## config.mk

```make
export PLATFORM = sky130hd
export DESIGN_NAME = peripheral_spi_flat
export DESIGN_NICKNAME = d
export VERILOG_FILES = /design/src/rtl/peripheral_spi_if.sv /design/src/rtl/peripheral_spi.sv /design/src/flat_wrapper.sv
export SDC_FILE = /design/constraint.sdc
export NUM_CORES = 1
export LEC_CHECK = 0
export CORE_MARGIN = 1.5
export CORE_UTILIZATION = 25
export CTS_CLUSTER_SIZE = 28
export DETAILED_ROUTE_END_ITERATION = 8
export SLEW_MARGIN = 10
export SYNTH_ARGS = -nofsm -noshare
export SYNTH_HDL_FRONTEND = slang
export SYNTH_SLANG_ARGS = --single-unit
```

## constraint.sdc

```tcl
create_clock -name clk -period 1.8 [get_ports clk]
set_input_delay 0.36 -clock clk [delete_from_list [all_inputs] [get_ports clk]]
set_output_delay 0.36 -clock clk [all_outputs]
set_load 0.05 [all_outputs]
```

## src/rtl/peripheral_spi_if.sv

```systemverilog
// J1 I/O bus port set shared by the SoC peripherals: write data, chip
// select, register address, read/write strobes and the read-data return.
`timescale 1ns/1ps
interface peripheral_spi_if;
  logic [15:0] d_in;
  logic        cs;
  logic [3:0]  addr;
  logic        rd;
  logic        wr;
  logic [15:0] d_out;

  // Bus side (J1 core / SoC decoder).
  modport master (output d_in, cs, addr, rd, wr, input d_out);
  // Peripheral side.
  modport slave  (input d_in, cs, addr, rd, wr, output d_out);
endinterface

```

## src/rtl/peripheral_spi.sv

```systemverilog
// SPI master peripheral for the J1 I/O bus: mode 0, 8-bit frames, MSB first.
// Software writes TXDATA to launch a frame, polls STATUS, reads RXDATA.
// spi_ss_n is purely software-driven through CTRL.SS_N.
`timescale 1ns/1ps
module peripheral_spi #(
  parameter logic [7:0] DIV_RESET = 8'd3
) (
  input  logic             clk,
  input  logic             rst,
  peripheral_spi_if.slave  bus,
  output logic             spi_sclk,
  output logic             spi_mosi,
  input  logic             spi_miso,
  output logic             spi_ss_n
);

  localparam logic [3:0] ADDR_TXDATA = 4'h0;
  localparam logic [3:0] ADDR_RXDATA = 4'h2;
  localparam logic [3:0] ADDR_STATUS = 4'h4;
  localparam logic [3:0] ADDR_CTRL   = 4'h6;

  typedef enum logic {
    IDLE = 1'b0,
    XFER = 1'b1
  } state_t;

  state_t      state_q,    state_d;
  logic [7:0]  shift_q,    shift_d;
  logic        mosi_q,     mosi_d;
  logic        sclk_q,     sclk_d;
  logic [7:0]  div_cnt_q,  div_cnt_d;
  logic [3:0]  edge_cnt_q, edge_cnt_d;
  logic [7:0]  rx_q,       rx_d;
  logic        done_q,     done_d;
  logic        wcol_q,     wcol_d;
  logic [7:0]  div_q,      div_d;
  logic        ss_n_q,     ss_n_d;

  logic        wr_en;
  logic        rd_en;
  logic        tx_wr;
  logic        busy;
  logic        div_wrap;
  logic [15:0] rd_data;

  // Upper write-data bits have no destination in this register map.
  logic        unused_d_in;
  assign unused_d_in = ^bus.d_in[15:9];

  assign wr_en    = bus.cs & bus.wr;
  assign rd_en    = bus.cs & bus.rd;
  assign tx_wr    = wr_en && (bus.addr == ADDR_TXDATA);
  assign busy     = (state_q == XFER);
  // >= rather than == so that lowering DIV below the running count mid-period
  // still produces a wrap instead of running the counter round to 255.
  assign div_wrap = (div_cnt_q >= div_q);

  // Next-state and datapath: bus side effects, then the shift engine.
  always_comb begin
    // NOTE: every _d gets its hold value first so no path leaves it unassigned
    // (which would infer a latch); the branches below override as needed.
    state_d    = state_q;
    shift_d    = shift_q;
    mosi_d     = mosi_q;
    sclk_d     = sclk_q;
    div_cnt_d  = div_cnt_q;
    edge_cnt_d = edge_cnt_q;
    rx_d       = rx_q;
    done_d     = done_q;
    wcol_d     = wcol_q;
    div_d      = div_q;
    ss_n_d     = ss_n_q;

    // Clear-on-read comes first so a same-cycle set further down wins.
    if (rd_en && (bus.addr == ADDR_RXDATA)) done_d = 1'b0;
    if (rd_en && (bus.addr == ADDR_STATUS)) wcol_d = 1'b0;

    if (wr_en && (bus.addr == ADDR_CTRL)) begin
      div_d  = bus.d_in[7:0];
      ss_n_d = bus.d_in[8];
    end

    unique case (state_q)
      IDLE: begin
        sclk_d = 1'b0;
        if (tx_wr) begin
          shift_d    = bus.d_in[7:0];
          mosi_d     = bus.d_in[7];
          div_cnt_d  = 8'd0;
          edge_cnt_d = 4'd0;
          state_d    = XFER;
        end
      end

      XFER: begin
        if (tx_wr) wcol_d = 1'b1;
        if (div_wrap) begin
          div_cnt_d  = 8'd0;
          sclk_d     = ~sclk_q;
          edge_cnt_d = edge_cnt_q + 4'd1;
          if (!sclk_q) begin
            // Rising sclk: shift left and capture MISO into bit 0, so the
            // next outgoing bit lands in bit 7 ready for the falling edge.
            shift_d = {shift_q[6:0], spi_miso};
          end else if (edge_cnt_q == 4'd15) begin
            // Eighth falling edge ends the frame; shift holds the rx byte.
            state_d = IDLE;
            rx_d    = shift_q;
            done_d  = 1'b1;
          end else begin
            mosi_d = shift_q[7];
          end
        end else begin
          div_cnt_d = div_cnt_q + 8'd1;
        end
      end

      default: state_d = IDLE;
    endcase
  end

  // State register with synchronous active-high reset.
  always_ff @(posedge clk) begin
    // NOTE: sequential state uses non-blocking assignments so every register
    // samples the pre-edge values, independent of statement order.
    if (rst) begin
      state_q    <= IDLE;
      shift_q    <= 8'd0;
      mosi_q     <= 1'b0;
      sclk_q     <= 1'b0;
      div_cnt_q  <= 8'd0;
      edge_cnt_q <= 4'd0;
      rx_q       <= 8'd0;
      done_q     <= 1'b0;
      wcol_q     <= 1'b0;
      div_q      <= DIV_RESET;
      ss_n_q     <= 1'b1;
    end else begin
      state_q    <= state_d;
      shift_q    <= shift_d;
      mosi_q     <= mosi_d;
      sclk_q     <= sclk_d;
      div_cnt_q  <= div_cnt_d;
      edge_cnt_q <= edge_cnt_d;
      rx_q       <= rx_d;
      done_q     <= done_d;
      wcol_q     <= wcol_d;
      div_q      <= div_d;
      ss_n_q     <= ss_n_d;
    end
  end

  // Combinational register read mux, forced to zero when not selected.
  always_comb begin
    rd_data = 16'h0000;
    if (bus.cs) begin
      unique case (bus.addr)
        ADDR_RXDATA: rd_data = {8'h00, rx_q};
        ADDR_STATUS: rd_data = {13'd0, wcol_q, done_q, busy};
        ADDR_CTRL:   rd_data = {7'd0, ss_n_q, div_q};
        default:     rd_data = 16'h0000;
      endcase
    end
  end

  assign bus.d_out = rd_data;
  assign spi_sclk  = sclk_q;
  assign spi_mosi  = mosi_q;
  assign spi_ss_n  = ss_n_q;

endmodule

```

## src/flat_wrapper.sv

```systemverilog
// flat-port wrapper written by rule: the top's interface ports become plain ports
module peripheral_spi_flat 
#(
  parameter logic [7:0] DIV_RESET = 8'd3
)
  (clk, rst, spi_sclk, spi_mosi, spi_miso, spi_ss_n, bus_d_in, bus_cs, bus_addr, bus_rd, bus_wr, bus_d_out);
  peripheral_spi_if bus_i ();
  input  logic clk;
  input  logic rst;
  output logic spi_sclk;
  output logic spi_mosi;
  input  logic spi_miso;
  output logic spi_ss_n;
  input wire logic [$bits(bus_i.d_in)-1:0] bus_d_in;
  input wire logic [$bits(bus_i.cs)-1:0] bus_cs;
  input wire logic [$bits(bus_i.addr)-1:0] bus_addr;
  input wire logic [$bits(bus_i.rd)-1:0] bus_rd;
  input wire logic [$bits(bus_i.wr)-1:0] bus_wr;
  output wire logic [$bits(bus_i.d_out)-1:0] bus_d_out;
  assign bus_i.d_in = bus_d_in;
  assign bus_i.cs = bus_cs;
  assign bus_i.addr = bus_addr;
  assign bus_i.rd = bus_rd;
  assign bus_i.wr = bus_wr;
  assign bus_d_out = bus_i.d_out;
  peripheral_spi #(.DIV_RESET(DIV_RESET)) u_core (.clk(clk), .rst(rst), .bus(bus_i), .spi_sclk(spi_sclk), .spi_mosi(spi_mosi), .spi_miso(spi_miso), .spi_ss_n(spi_ss_n));
endmodule
```

==> impl_metrics.tcl <==
set metrics [dict create \
    num_antenna_cells 0 \
    crit_cells 6 \
    layout.nets 380 \
    io_pins 45 \
    yosys.area.top_type "dfxtp_1" \
    cts_inserted_buffers 5 \
    rsz0062_at_grt "true" \
    critPathTopFamily "compound AO/OA/AOI/OAI gates" \
    first_iter_violations 100 \
    via_count 2205 \
    hold_class "reg -> reg" \
    drt-vias-per-instance 4.836 \
    maxCapViolations 0 \
    end_kind "flip-flop" \
    r2r_cells 6 \
    root_buffer "clkbuf_8" \
    synth_xor_area_share_pct 0.7523 \
    ys_dominant_reg_cell "dfxtp_1" \
    drive_gt1_share_pct 37.10 \
    cts_buffer_depth 2 \
    syn_area_per_cell_sq_um 8.406 \
    cp.arrival_ns 2.15 \
    clk_pin_slew_ns 0.08 \
    hold_viol_final 0 \
    yosysSeqAreaShare_pct 36.11 \
    synth_fa_ha_area_share_pct 5.373 \
    worst-setup-path-type "reg -> reg" \
    status "finished with violations" \
    rr_startpoint "u_core.div_cnt_q[0]" \
    clock.fmax_mhz 509.2 \
    synth_top_family_by_area "compound AO/OA/AOI/OAI gates" \
    tightest_slew_ns 0.5838 \
    ff2ff_setup_slack_ns -0.16 \
    fin_crit_sh_pct 109.1 \
    relSlewSlack_pct 60.97 \
    reg2reg_to "u_core.edge_cnt_q[1]" \
    numPortBuffers 30 \
    synth_simple_gate_area_share_pct 19.40 \
    final_common_cell "buf_4" \
    synthMuxAreaShare_pct 7.415 \
    setup_ws_ns -0.1638 \
    synth_top_area_share_pct 36.11 \
    first_global_vias 2170 \
    grt_max_degree 18 \
    synth-edff-count 0 \
    tritoncts_num_sinks 42 \
    cts_max_level 2 \
    clock_skew_ns 0.008195 \
    worstPathMaxFanout 13 \
    leakage_nw 1.330 \
    drv_slew 0 \
    antenna_found_initial 0 \
    die_width_microns 99.51 \
    slowest_delay_ns 0.48 \
    cp_data_required_time_ns 1.99 \
    hold_buffers 0 \
    cpMaxStageDelayCell "a2111o_1" \
    grt_usage_pct 13.56 \
    place_ws_ns -0.4155 \
    period_minus_slack_ns 1.964 \
    grt_overflow_total 0 \
    wl_per_cell_microns 14.23 \
    area.growth.synth_to_final_pct 47.98 \
    ys_top_cells_by_area "dfxtp_1 36%, mux2i_1 6.4%, nor2_1 5.6%" \
    setup_viol 32 \
    ir_drop_v 0.0002456 \
    drc 0 \
    ys_ff_latch 42 \
    drt_first_pass_iters 4 \
    coreArea_sq_um 9153 \
    synth_compound_area_share_pct 22.51 \
    startpoint "u_core.div_cnt_q[0]" \
    critPathBufInv 1 \
    clk_latency_ns 0.29 \
    holdWs_ns 0.4694 \
    grt_pass1_wl_mm 10.52 \
    startpoint_type "flip-flop" \
    layout_common_cells "42 x buf_4, 37 x dfxtp_1, 25 x nor2_1" \
    cts_tree "built" \
    syn_area_sq_um 2328 \
    ys_warn_count 0 \
    critical_path.endpoint "u_core.edge_cnt_q[1]" \
    drt_wl_total_mm 6.488 \
    dp_hpwl_mm 4.819 \
    worstPathCellList "inv_2 -> ha_4 -> nand2b_4 -> a2111o_1 -> a21o_2 -> a32o_1" \
    drtAntennaViolNets 0 \
    async_reset_ff_share_pct 0 \
    die_y_microns 99.51 \
    gp_congestion 0.7641 \
    dieArea_sq_um 9902 \
    initial_utilization_pct 25.44 \
    power.density_nw_per_um2 545.8 \
    violations "negative setup slack" \
    rows 35 \
    syn-instance-count 277 \
    ys_types 49 \
    fillers 904 \
]
[through the flow]
step	total power, W	utilization, %	area, sq um	instances	TNS (ns)
3_5_place_dp	0.001176	34.11	3122	446	-11.58
6_report	0.001881	37.65	3446	456	-4.013
2_1_floorplan	0.001087	-	2386	283	-1.600
5_1_grt	0.001968	37.65	3446	456	-6.275
3_3_place_gp	0.001175	34.11	3122	446	-9.506
4_1_cts	0.001894	36.72	3361	455	-5.008
[cell type report]
class                      count  area (sq um)  share of cell area, %
clock buffer                   8         110.1                  3.195
tap                          111         138.9                  4.031
sequential                    42         847.1                  24.58
inverter                      20         75.07                  2.179
timing repair buffer          74         739.5                  21.46
multi-input combinational    201          1535                  44.55
[worst min-delay path: stages (launching register included)]
cell,delay [ns]
dfxtp_1,0.31
nand2_1,0.05
a21oi_1,0.06
[cell usage after synthesis (2+ instances only)]
master	instances
xnor2_1	2
nand2b_1	2
nor3_1	2
a21oi_1	15
nand4_1	4
mux2_2	2
buf_2	4
clkbuf_1	6
buf_4	8
inv_1	20
a31oi_1	2
a221oi_2	8
a21o_1	2
a32o_1	2
a211oi_1	2
o21ai_0	22
nand3_1	16
a22oi_1	5
nor2_1	35
a21oi_2	2
ha_1	10
dfxtp_1	42
mux2i_1	15
nand2_1	22
nor2b_1	3
[repair_timing]
action / 4_1_cts / 5_1_grt
buffers inserted: 2 / 1
gates resized for setup: 45 / 22
setup endpoints to repair: 41 / 39
pin swaps: 36 / 13
[power breakdown]
group	switching, W	internal (W)	total [W]
Combinational	0.000130	0.0000976	0.000228
Clock	0.000323	0.000388	0.000711
Sequential	0.00000607	0.000936	0.000942
Total	0.000459	0.00142	0.00188
[metal layers]
metal / GRT usage (%) / share of wire (%)
met1: 17.23 / 44
met2: 22.92 / 50
met3: 3.233 / 5.6
met4: 3.900 / 1.1
met5: 0 / 0
[state kept, by name, summed over array words and instances (netlist names)]
| name | count |
|---|---|
| u_core.rx_q | 8 |
| u_core.wcol_q | 1 |
| u_core.shift_q | 8 |
| u_core.spi_sclk | 1 |
| u_core.spi_ss_n | 1 |
| u_core.div_cnt_q | 8 |
| u_core.spi_mosi | 1 |
| u_core.done_q | 1 |
| u_core.edge_cnt_q | 4 |
| u_core.div_q | 8 |
| u_core.busy | 1 |
[cells by family (layout without fill, tap and decap cells)]
kind of cell	after synthesis	count (layout)
AO/OA/AOI/OAI	71	71
flip-flops	42	42
adder cells (fa/ha/maj)	10	10
other	1	7
buffers and inverters	40	102
XOR/XNOR	2	2
multiplexers	17	17
AND/OR/NAND/NOR	94	94
[how the worst min path moves through the flow]
stage,start,end,cells past startpoint
2_1_floorplan,u_core.wcol_q,u_core.wcol_q,2
3_3_place_gp,u_core.wcol_q,u_core.wcol_q,2
3_5_place_dp,u_core.wcol_q,u_core.wcol_q,2
4_1_cts,u_core.rx_q[3],u_core.rx_q[3],2
5_1_grt,u_core.rx_q[7],u_core.rx_q[7],2
6_report,u_core.wcol_q,u_core.wcol_q,2
Power figures use the tool's default switching activity.
